[src/rtl/ultrasound_pkg.sv]
// Shared types and constants for the ultrasound ping scheduler.
package ultrasound_pkg;

  localparam int CLK_HZ = 27000000;
  localparam int IDX_W = 4;
  localparam logic [7:0] NO_RETURN = 8'hFF;

  typedef enum logic [2:0] {
    IDLE        = 3'd0,
    SELECT      = 3'd1,
    START       = 3'd2,
    WAIT_RESULT = 3'd3,
    HOLDOFF     = 3'd4,
    FINISH      = 3'd5
  } sched_state_e;

endpackage

[src/rtl/ultrasound_ping_scheduler_cycle_timer.sv]
// Loadable down-counter; expired is high while the count sits at zero.
module cycle_timer
  import ultrasound_pkg::*;
#(
  parameter int WIDTH = 32
) (
  input  logic             clock,
  input  logic             reset,
  input  logic             load,
  input  logic [WIDTH-1:0] load_value,
  output logic             expired
);

  logic [WIDTH-1:0] count_q, count_d;

  always_comb begin
    count_d = count_q;
    if (load) begin
      count_d = load_value;
    end else if (count_q != '0) begin
      count_d = count_q - WIDTH'(1);
    end
  end

  always_ff @(posedge clock) begin
    if (!reset) begin
      count_q <= '0;
    end else begin
      count_q <= count_d;
    end
  end

  assign expired = (count_q == '0);

endmodule

[src/rtl/ultrasound_ping_scheduler.sv]
// Pings sensors one at a time through a shared ranging engine, with retries and holdoff.
// Define ULTRASOUND_SCHED_STATS_EN to count failed attempts on error_count.
module ultrasound_ping_scheduler
  import ultrasound_pkg::*;
#(
  parameter int NUM_SENSORS        = 10,
  parameter int HOLDOFF_CYCLES     = 1620000,
  parameter int SCAN_PERIOD_CYCLES = 2700000,
  parameter int WATCHDOG_CYCLES    = 1100000,
  parameter int MAX_RETRIES        = 2
) (
  input  logic                   clock,
  input  logic                   reset,
  input  logic                   enable,
  input  logic                   scan_request,
  input  logic [NUM_SENSORS-1:0] sensor_mask,
  output logic                   range_start,
  output logic [IDX_W-1:0]       range_sel,
  input  logic                   range_valid,
  input  logic                   range_error,
  input  logic [7:0]             range_distance,
  output logic                   result_valid,
  output logic [IDX_W-1:0]       result_sensor,
  output logic [7:0]             result_distance,
  output logic                   result_error,
  output logic [IDX_W-1:0]       nearest_sensor,
  output logic [7:0]             nearest_distance,
  output logic                   scan_done,
  output logic [15:0]            error_count,
  output logic [2:0]             state
);

  localparam int TMR_W = 32;
  localparam int CNT_W = IDX_W + 1;
  localparam int RTY_W = 4;
  localparam logic [TMR_W-1:0] HOLD_LOAD   = TMR_W'(HOLDOFF_CYCLES);
  localparam logic [TMR_W-1:0] WDOG_LOAD   = TMR_W'(WATCHDOG_CYCLES);
  localparam logic [TMR_W-1:0] PERIOD_LOAD = TMR_W'(SCAN_PERIOD_CYCLES);
  localparam logic [RTY_W-1:0] RETRY_LIMIT = RTY_W'(MAX_RETRIES);

  sched_state_e           state_q, state_d;
  logic [NUM_SENSORS-1:0] mask_q, mask_d;
  logic [CNT_W-1:0]       idx_q, idx_d;
  logic [IDX_W-1:0]       sel_q, sel_d;
  logic [RTY_W-1:0]       retry_q, retry_d;
  logic                   retrying_q, retrying_d;
  logic [7:0]             best_q, best_d;
  logic [IDX_W-1:0]       best_idx_q, best_idx_d;
  logic                   result_valid_q, result_valid_d;
  logic [IDX_W-1:0]       result_sensor_q, result_sensor_d;
  logic [7:0]             result_distance_q, result_distance_d;
  logic                   result_error_q, result_error_d;
  logic [IDX_W-1:0]       nearest_sensor_q, nearest_sensor_d;
  logic [7:0]             nearest_distance_q, nearest_distance_d;

  logic                   found;
  logic [IDX_W-1:0]       found_idx;
  logic                   tmr_load, tmr_expired;
  logic [TMR_W-1:0]       tmr_value;
  logic                   per_load, per_expired;
  logic                   ok_evt, fail_evt;

  // Holdoff and watchdog never run at the same time, so they share one counter.
  cycle_timer #(.WIDTH(TMR_W)) u_step_timer (
    .clock      (clock),
    .reset      (reset),
    .load       (tmr_load),
    .load_value (tmr_value),
    .expired    (tmr_expired)
  );

  cycle_timer #(.WIDTH(TMR_W)) u_period_timer (
    .clock      (clock),
    .reset      (reset),
    .load       (per_load),
    .load_value (PERIOD_LOAD),
    .expired    (per_expired)
  );

  // Descending scan so the last hit wins, leaving the lowest eligible index.
  always_comb begin
    found     = 1'b0;
    found_idx = '0;
    for (int i = NUM_SENSORS - 1; i >= 0; i--) begin
      if (mask_q[i] && (CNT_W'(i) >= idx_q)) begin
        found     = 1'b1;
        found_idx = IDX_W'(i);
      end
    end
  end

  assign ok_evt   = (state_q == WAIT_RESULT) && range_valid && !range_error &&
                    (range_distance != 8'd0);
  assign fail_evt = (state_q == WAIT_RESULT) &&
                    ((range_valid && (range_error || range_distance == 8'd0)) ||
                     (!range_valid && tmr_expired));

  always_comb begin
    state_d            = state_q;
    mask_d             = mask_q;
    idx_d              = idx_q;
    sel_d              = sel_q;
    retry_d            = retry_q;
    retrying_d         = retrying_q;
    best_d             = best_q;
    best_idx_d         = best_idx_q;
    result_valid_d     = 1'b0;
    result_sensor_d    = result_sensor_q;
    result_distance_d  = result_distance_q;
    result_error_d     = result_error_q;
    nearest_sensor_d   = nearest_sensor_q;
    nearest_distance_d = nearest_distance_q;
    tmr_load           = 1'b0;
    tmr_value          = HOLD_LOAD;
    per_load           = 1'b0;

    case (state_q)
      IDLE: begin
        if (scan_request || (enable && per_expired)) begin
          mask_d     = sensor_mask;
          idx_d      = '0;
          retry_d    = '0;
          retrying_d = 1'b0;
          best_d     = NO_RETURN;
          best_idx_d = '0;
          per_load   = 1'b1;
          state_d    = SELECT;
        end
      end
      SELECT: begin
        if (found) begin
          sel_d   = found_idx;
          state_d = START;
        end else begin
          state_d = FINISH;
        end
      end
      START: begin
        tmr_load  = 1'b1;
        tmr_value = WDOG_LOAD;
        state_d   = WAIT_RESULT;
      end
      WAIT_RESULT: begin
        if (fail_evt) begin
          tmr_load = 1'b1;
          state_d  = HOLDOFF;
          if (retry_q < RETRY_LIMIT) begin
            retry_d    = retry_q + RTY_W'(1);
            retrying_d = 1'b1;
          end else begin
            retrying_d        = 1'b0;
            result_valid_d    = 1'b1;
            result_sensor_d   = sel_q;
            result_distance_d = NO_RETURN;
            result_error_d    = 1'b1;
          end
        end else if (ok_evt) begin
          tmr_load          = 1'b1;
          state_d           = HOLDOFF;
          retrying_d        = 1'b0;
          result_valid_d    = 1'b1;
          result_sensor_d   = sel_q;
          result_distance_d = range_distance;
          result_error_d    = 1'b0;
          if (range_distance < best_q) begin
            best_d     = range_distance;
            best_idx_d = sel_q;
          end
        end
      end
      HOLDOFF: begin
        if (tmr_expired) begin
          if (retrying_q) begin
            retrying_d = 1'b0;
            state_d    = START;
          end else begin
            retry_d = '0;
            idx_d   = {1'b0, sel_q} + CNT_W'(1);
            state_d = SELECT;
          end
        end
      end
      FINISH: begin
        nearest_sensor_d   = best_idx_q;
        nearest_distance_d = best_q;
        state_d            = IDLE;
      end
      default: state_d = IDLE;
    endcase
  end

  always_ff @(posedge clock) begin
    if (!reset) begin
      state_q            <= IDLE;
      mask_q             <= '0;
      idx_q              <= '0;
      sel_q              <= '0;
      retry_q            <= '0;
      retrying_q         <= 1'b0;
      best_q             <= NO_RETURN;
      best_idx_q         <= '0;
      result_valid_q     <= 1'b0;
      result_sensor_q    <= '0;
      result_distance_q  <= '0;
      result_error_q     <= 1'b0;
      nearest_sensor_q   <= '0;
      nearest_distance_q <= NO_RETURN;
    end else begin
      state_q            <= state_d;
      mask_q             <= mask_d;
      idx_q              <= idx_d;
      sel_q              <= sel_d;
      retry_q            <= retry_d;
      retrying_q         <= retrying_d;
      best_q             <= best_d;
      best_idx_q         <= best_idx_d;
      result_valid_q     <= result_valid_d;
      result_sensor_q    <= result_sensor_d;
      result_distance_q  <= result_distance_d;
      result_error_q     <= result_error_d;
      nearest_sensor_q   <= nearest_sensor_d;
      nearest_distance_q <= nearest_distance_d;
    end
  end

`ifdef ULTRASOUND_SCHED_STATS_EN
  logic [15:0] err_cnt_q, err_cnt_d;

  always_comb begin
    err_cnt_d = err_cnt_q;
    if (fail_evt && (err_cnt_q != 16'hFFFF)) begin
      err_cnt_d = err_cnt_q + 16'd1;
    end
  end

  always_ff @(posedge clock) begin
    if (!reset) begin
      err_cnt_q <= '0;
    end else begin
      err_cnt_q <= err_cnt_d;
    end
  end

  assign error_count = err_cnt_q;
`else
  assign error_count = 16'h0000;
`endif

  // Gated by reset so no ping leaves in the cycle that reset is being sampled.
  assign range_start      = (state_q == START) && reset;
  assign range_sel        = sel_q;
  assign result_valid     = result_valid_q;
  assign result_sensor    = result_sensor_q;
  assign result_distance  = result_distance_q;
  assign result_error     = result_error_q;
  assign nearest_sensor   = nearest_sensor_q;
  assign nearest_distance = nearest_distance_q;
  assign scan_done        = (state_q == FINISH);
  assign state            = state_q;

endmodule

[config.mk]
export PLATFORM = sky130hd
export DESIGN_NAME = ultrasound_ping_scheduler
export DESIGN_NICKNAME = d
export VERILOG_FILES = /design/src/rtl/ultrasound_pkg.sv /design/src/rtl/ultrasound_ping_scheduler_cycle_timer.sv /design/src/rtl/ultrasound_ping_scheduler.sv
export SDC_FILE = /design/constraint.sdc
export NUM_CORES = 1
export LEC_CHECK = 0
export ABC_CLOCK_PERIOD_IN_PS = 6110
export CAP_MARGIN = 20
export CORE_MARGIN = 1
export CORE_UTILIZATION = 55
export CTS_CLUSTER_SIZE = 12
export DETAILED_ROUTE_END_ITERATION = 10
export PLACE_DENSITY = 0.75
export SYNTH_ARGS = -nofsm -noshare
export SYNTH_HDL_FRONTEND = slang
export SYNTH_SLANG_ARGS = --single-unit
[constraint.sdc]
create_clock -name clock -period 6.11 [get_ports clock]
set_input_delay 1.833 -clock clock [delete_from_list [all_inputs] [get_ports clock]]
set_output_delay 1.833 -clock clock [all_outputs]
set_load 0.05 [all_outputs]
# Word level (Yosys, flattened, before mapping)
# Cells that the tools add are included.
[totals] regBits=129 input_bits=24 output_inout_bits=51 word_cells=167
[op_classes] n_addsub=4 n_lt_le_gt_ge=12 n_eq_ne=15 mux=72 bitwise_logic=1 reduce_logical=46
[ops] cell="4-bit two-way mux" n=21
[ops] cell="32-bit zero test" n=2
[ops] cell="32-bit two-way mux" n=2
[ops] cell="32-bit nonzero test" n=2
[ops] cell="32-bit by 1-bit subtractor with 32-bit output, second input constant" n=2
[ops] cell="8-bit two-way mux" n=7
[ops] cell="22-bit two-way mux" n=2
[ops] cell="1-bit two-way mux" n=23
[ops] cell="3-bit by 5-bit >= comparator with 1-bit output, first input constant" n=4
[ops] cell="20-bit two-way mux" n=1
[ops] cell="1-bit logical AND" n=18
[ops] cell="8-bit case mux with 2 select lines" n=1
[ops] cell="3-bit two-way mux" n=5
[ops] cell="5-bit two-way mux" n=3
[ops] cell="3-bit case mux with 5 select lines" n=1
[ops] cell="2-bit inequality test, second input constant" n=7
[ops] cell="4-bit case mux with 3 select lines" n=1
[ops] cell="1-bit by 5-bit >= comparator with 1-bit output, first input constant" n=2
[ops] cell="2-bit by 5-bit >= comparator with 1-bit output, first input constant" n=2
[ops] cell="4-bit by 5-bit >= comparator with 1-bit output, first input constant" n=2
[ops] cell="5-bit case mux with 2 select lines" n=1
[ops] cell="2-bit nonzero test" n=5
[ops] cell="8-bit zero test" n=1
[ops] cell="8-bit < comparator" n=1
[ops] cell="other kinds (24)" n=34

# Logic depth before layout (Yosys ltp)
[logic_depth] word_depth=14 mapped_depth=10 ltp_nobuf=8

# Cells and area by module
# From an unflattened synthesis, not the netlist that was laid out.
[unflattened] hier_cells=808 hier_area_um2=6646.4
[modules_own_cells] module="cycle_timer" instances=2 cells_each=205 area_each_um2=1692.9 seq_area_each_um2=640.6
[modules_own_cells] module="ultrasound_ping_scheduler" instances=1 cells_each=398 area_each_um2=3260.6 seq_area_each_um2=1301.2

# Worst setup path before layout
# No wires, ideal clock.
[synth_timing] kind="input -> output" startpoint="in reset" endpoint="out range_start" arrival_time_ps=2943 required_time_ps=4277 setup_slack_ps=1334 cell_stages=4 path_buffers=2 cell_sequence="inv_1 clkbuf_1 clkbuf_1 nor2_1"
[synth_between] elab_chain_cells=1
[synth_lines] item="from (decl)" line="ultrasound_ping_scheduler.sv:13" text="input logic reset,"
[synth_lines] item="1-bit logical AND" line="ultrasound_ping_scheduler.sv:250" text="assign range_start = (state_q == START) && reset;"
[synth_lines] item="to (decl)" line="ultrasound_ping_scheduler.sv:17" text="output logic range_start,"
# No other way between the ends.

# Worst setup path after layout
[layout_timing] startpoint="reg state_q[2] (netlist: state[2])" endpoint="out scan_done"
[layout_between] elab_chain_cells=1
[layout_lines] item="from (decl)" line="ultrasound_ping_scheduler.sv:41" text="sched_state_e state_q, state_d;"
[layout_lines] item="from (signal assigned)" line="ultrasound_ping_scheduler.sv:209" text="state_q <= state_d;"
[layout_lines] item="3-bit == test" line="ultrasound_ping_scheduler.sv:258" text="assign scan_done = (state_q == FINISH);"
[layout_lines] item="to (decl)" line="ultrasound_ping_scheduler.sv:28" text="output logic scan_done,"
# No other way between the ends.

==> results_dict.tcl <==
set metrics [dict create \
    gr-usage-all-layers_pct 26.9 \
    cts_inserted_buffers 17 \
    fin_worst_hold_slack_ns 0.457 \
    fillCellCount 868 \
    p_per_area_nw_per_um2 512 \
    detailedPlace.worstSlack_ns 1.56 \
    num_rows 38 \
    postCtsSetupRepairBufs 0 \
    hold_path_startpoint "retry_q[3]" \
    crit-reg2reg-capture "u_step_timer.count_q[1]" \
    start_util_pct 57.3 \
    reg2reg_setup_slack_ns 2.91 \
    ant_nets 0 \
    routed_wirelength_um 14900 \
    synth_most_common_cell "sky130_fd_sc_hd__dfxtp_1" \
    post-synth-top-area-cell "sky130_fd_sc_hd__dfxtp_1" \
    wl_cell_um 15.9 \
    core-area_sq_um 11000 \
    worstSkewPairLatency_ns 0.42 \
    first_global_vias 5400 \
    finalCritPeriodShare_pct 75.5 \
    holdCritPathClass "reg2reg" \
    cts_tree "done" \
    accumulated_negative_setup_slack_ns 0 \
    area_delta_synth_final_pct 18.5 \
    postSynthRegisterBits 129 \
    slew-limit-headroom_pct 35.6 \
    wp_data_arrival_ns 2.78 \
    share_comb_of_total_power_pct 41.6 \
    worst-slew-pin-transition_ns 0.959 \
    grt_antenna_before_repair 0 \
    min_delay_worst_endpoint "retry_q[3]" \
    share_seq_of_total_power_pct 31.9 \
    fmax_mhz 217 \
    ctsLongestPathBuffers 2 \
    post_cts_hold_buffer_count 0 \
    via_count 5654 \
    synth_edf_count 0 \
    power.static_leakage_nw 2.82 \
    floorplan.die.height_um 109 \
    timing.final.setup_violations 0 \
    root_buffer_cell "sky130_fd_sc_hd__clkbuf_16" \
    worst_setup_path_end_kind "output pin" \
    grt_pass1_wl_um 24900 \
    postSynth.asyncResetShare_pct 0 \
    synth_top_cells_by_count "129 x sky130_fd_sc_hd__dfxtp_1, 85 x sky130_fd_sc_hd__nand2_1, 69 x sky130_fd_sc_hd__nor2_1, 52 x sky130_fd_sc_hd__a21oi_1, 31 x sky130_fd_sc_hd__xor2_1" \
    critPathKind "reg2out" \
    ys.warnings.count 0 \
    total_die_area_sq_um 11900 \
    ys_top_cells_by_area "sky130_fd_sc_hd__dfxtp_1 41%, sky130_fd_sc_hd__nand2_1 5.1%, sky130_fd_sc_hd__xor2_1 4.3%, sky130_fd_sc_hd__a21oi_1 4.1%, sky130_fd_sc_hd__nor2_1 4.1%" \
    die_width_um 109 \
    clock_power_share_pct 26.5 \
    timing.max_cap.violations 0 \
    fin_total_pwr_w 0.00382 \
    timing.rr.start "u_step_timer.count_q[0]" \
    reg2regPathDepth 8 \
    grt_max_degree 50 \
    dp_hpwl_um 10100 \
    globalRoute.totalOverflow 0 \
    rsz0062_at_grt "no" \
    port_buffers 58 \
    syn_area_per_cell_sq_um 8.48 \
    setup.worst_path.start_class "flop" \
    power_report.internal_total_w 0.00228 \
    drive_above_1_share_pct 7.77 \
    hold_violations 0 \
    sw_frac_of_total_pct 40.5 \
    timing_max_transition_violations_final 0 \
    worstSetupStartpoint "state[2]" \
    layout_min_cycle_time_ns 4.61 \
    io_pins 75 \
    synth-seq-area-share_pct 41.0 \
    synth_top_area_share_pct 41.0 \
    netlist-cell-type-count 67 \
    antennaDiodeCount 0 \
    cts_sinks 129 \
    routabilityCongestion 0.889 \
    nNetsFinal 823 \
    number_of_cells_produced_by_synthesis 743 \
    synth_area_sq_um 6300 \
    cts_repair_resize_count 0 \
    cells_on_worst_hold_path 1 \
    total_switching_power_w 0.00155 \
    timing.clock.skew_ns 0.00952 \
    cts_htree_levels 4 \
    synthFlopType "sky130_fd_sc_hd__dfxtp_1" \
    worst_slack_ns 1.50 \
    irDropWorstVdd_uv 397 \
    clock_slew_seen_by_the_registers_of_the_worst_setup_and_hold_paths_ns 0.06 \
    outcome "completed" \
    first_iter_violations 366 \
    routed_via_density 6.03 \
    crit_fanout 20 \
    utilization_pct 68.0 \
    drt_pre_antenna_iters 5 \
    post-route-drc-count 0 \
    worst_ep_required_time_ns 4.28 \
]
-- per-layer routing --
metal	track usage, %	wire, um	vias up
met2	44.6	7050	192
met3	6.10	835	36
met5	0	0	-
li1	-	-	2750
met1	32.2	6570	2676
met4	14.8	453	0
-- cells in the final DEF (no fill, tap or decap), types with 11 or more instances in the layout --
cell and instances:
sky130_fd_sc_hd__nand3_1 24, sky130_fd_sc_hd__clkdlybuf4s50_1 56, sky130_fd_sc_hd__nand2_1 85, sky130_fd_sc_hd__conb_1 16
sky130_fd_sc_hd__nor2_1 69, sky130_fd_sc_hd__inv_1 23, sky130_fd_sc_hd__o21ai_0 28, sky130_fd_sc_hd__xor2_1 31
sky130_fd_sc_hd__dfxtp_1 129, sky130_fd_sc_hd__nor4_1 15, sky130_fd_sc_hd__nand4_1 13, sky130_fd_sc_hd__ha_1 12
sky130_fd_sc_hd__a31oi_1 14, sky130_fd_sc_hd__a21oi_1 52, sky130_fd_sc_hd__nor3_1 24, sky130_fd_sc_hd__or3_1 11
sky130_fd_sc_hd__o211ai_1 19, sky130_fd_sc_hd__clkbuf_16 17, sky130_fd_sc_hd__xnor2_1 14
-- cells by family (layout without fill, tap and decap cells) --
logic type                 after synthesis  after routing  synth area share, %
xor gates and xnor gates                45             45                 6.26
DFF                                    129            129                 41.0
other                                    1             16               0.0595
muxes                                    4              4                0.676
AOI/OAI and AO/OA                      180            180                 19.8
buffers and inverters                   76            116                 5.74
adders and majority gates               12             12                 2.38
and+or+nand+nor                        296            296                 24.1
-- how the worst max path moves through the flow --
| stage | slack (ns) | to | cells after the start |
|---|---|---|---|
| 2_1_floorplan | 1.33 | range_start | 4 |
| 3_3_place_gp | 1.62 | best_q[3] | 7 |
| 3_5_place_dp | 1.56 | best_q[1] | 7 |
| 4_1_cts | 1.48 | scan_done | 3 |
| 5_1_grt | 1.27 | scan_done | 3 |
| 6_report | 1.50 | scan_done | 3 |
-- power groups by stage --
stage	Combinational [W]	Clock, W	Sequential [W]
global route	0.00175	0.00106	0.00125
finish	0.00159	0.00101	0.00122
floorplan	0.00118	0	0.00126
CTS	0.00159	0.00103	0.00122
global placement	0.00153	0	0.00122
detailed placement	0.00157	0	0.00123
-- worst max-delay path, stage by stage (launching register included) --
cell	delay [ns]
sky130_fd_sc_hd__dfxtp_1	0.52
sky130_fd_sc_hd__nand3b_1	0.57
sky130_fd_sc_hd__inv_1	0.40
sky130_fd_sc_hd__clkdlybuf4s50_1	0.86
-- state kept, by name, summed over array words and instances, names as in the netlist, 5 cells and up --
name / flops
best_q: 8
result_distance: 8
mask_q: 10
nearest_distance: 8
idx_q: 5
u_step_timer.count_q: 32
u_period_timer.count_q: 32
-- through the flow --
stage               area, sq um  instances
detailed placement         6880        908
global route               7460        938
floorplan                  6350        758
finish                     7460        938
global placement           6880        908
CTS                        7460        938
-- layout make-up --
| class | instances | area, sq um | area share (%) |
|---|---|---|---|
| sequential | 129 | 2580 | 34.6 |
| clock buffer | 25 | 485 | 6.50 |
| multi-input combinational | 553 | 3410 | 45.7 |
| inverter | 23 | 86.3 | 1.16 |
| timing repair buffer | 63 | 623 | 8.35 |
| clock inverter | 5 | 103 | 1.37 |
| tap | 140 | 175 | 2.35 |
Note: power is estimated with default switching activity, not from simulation.
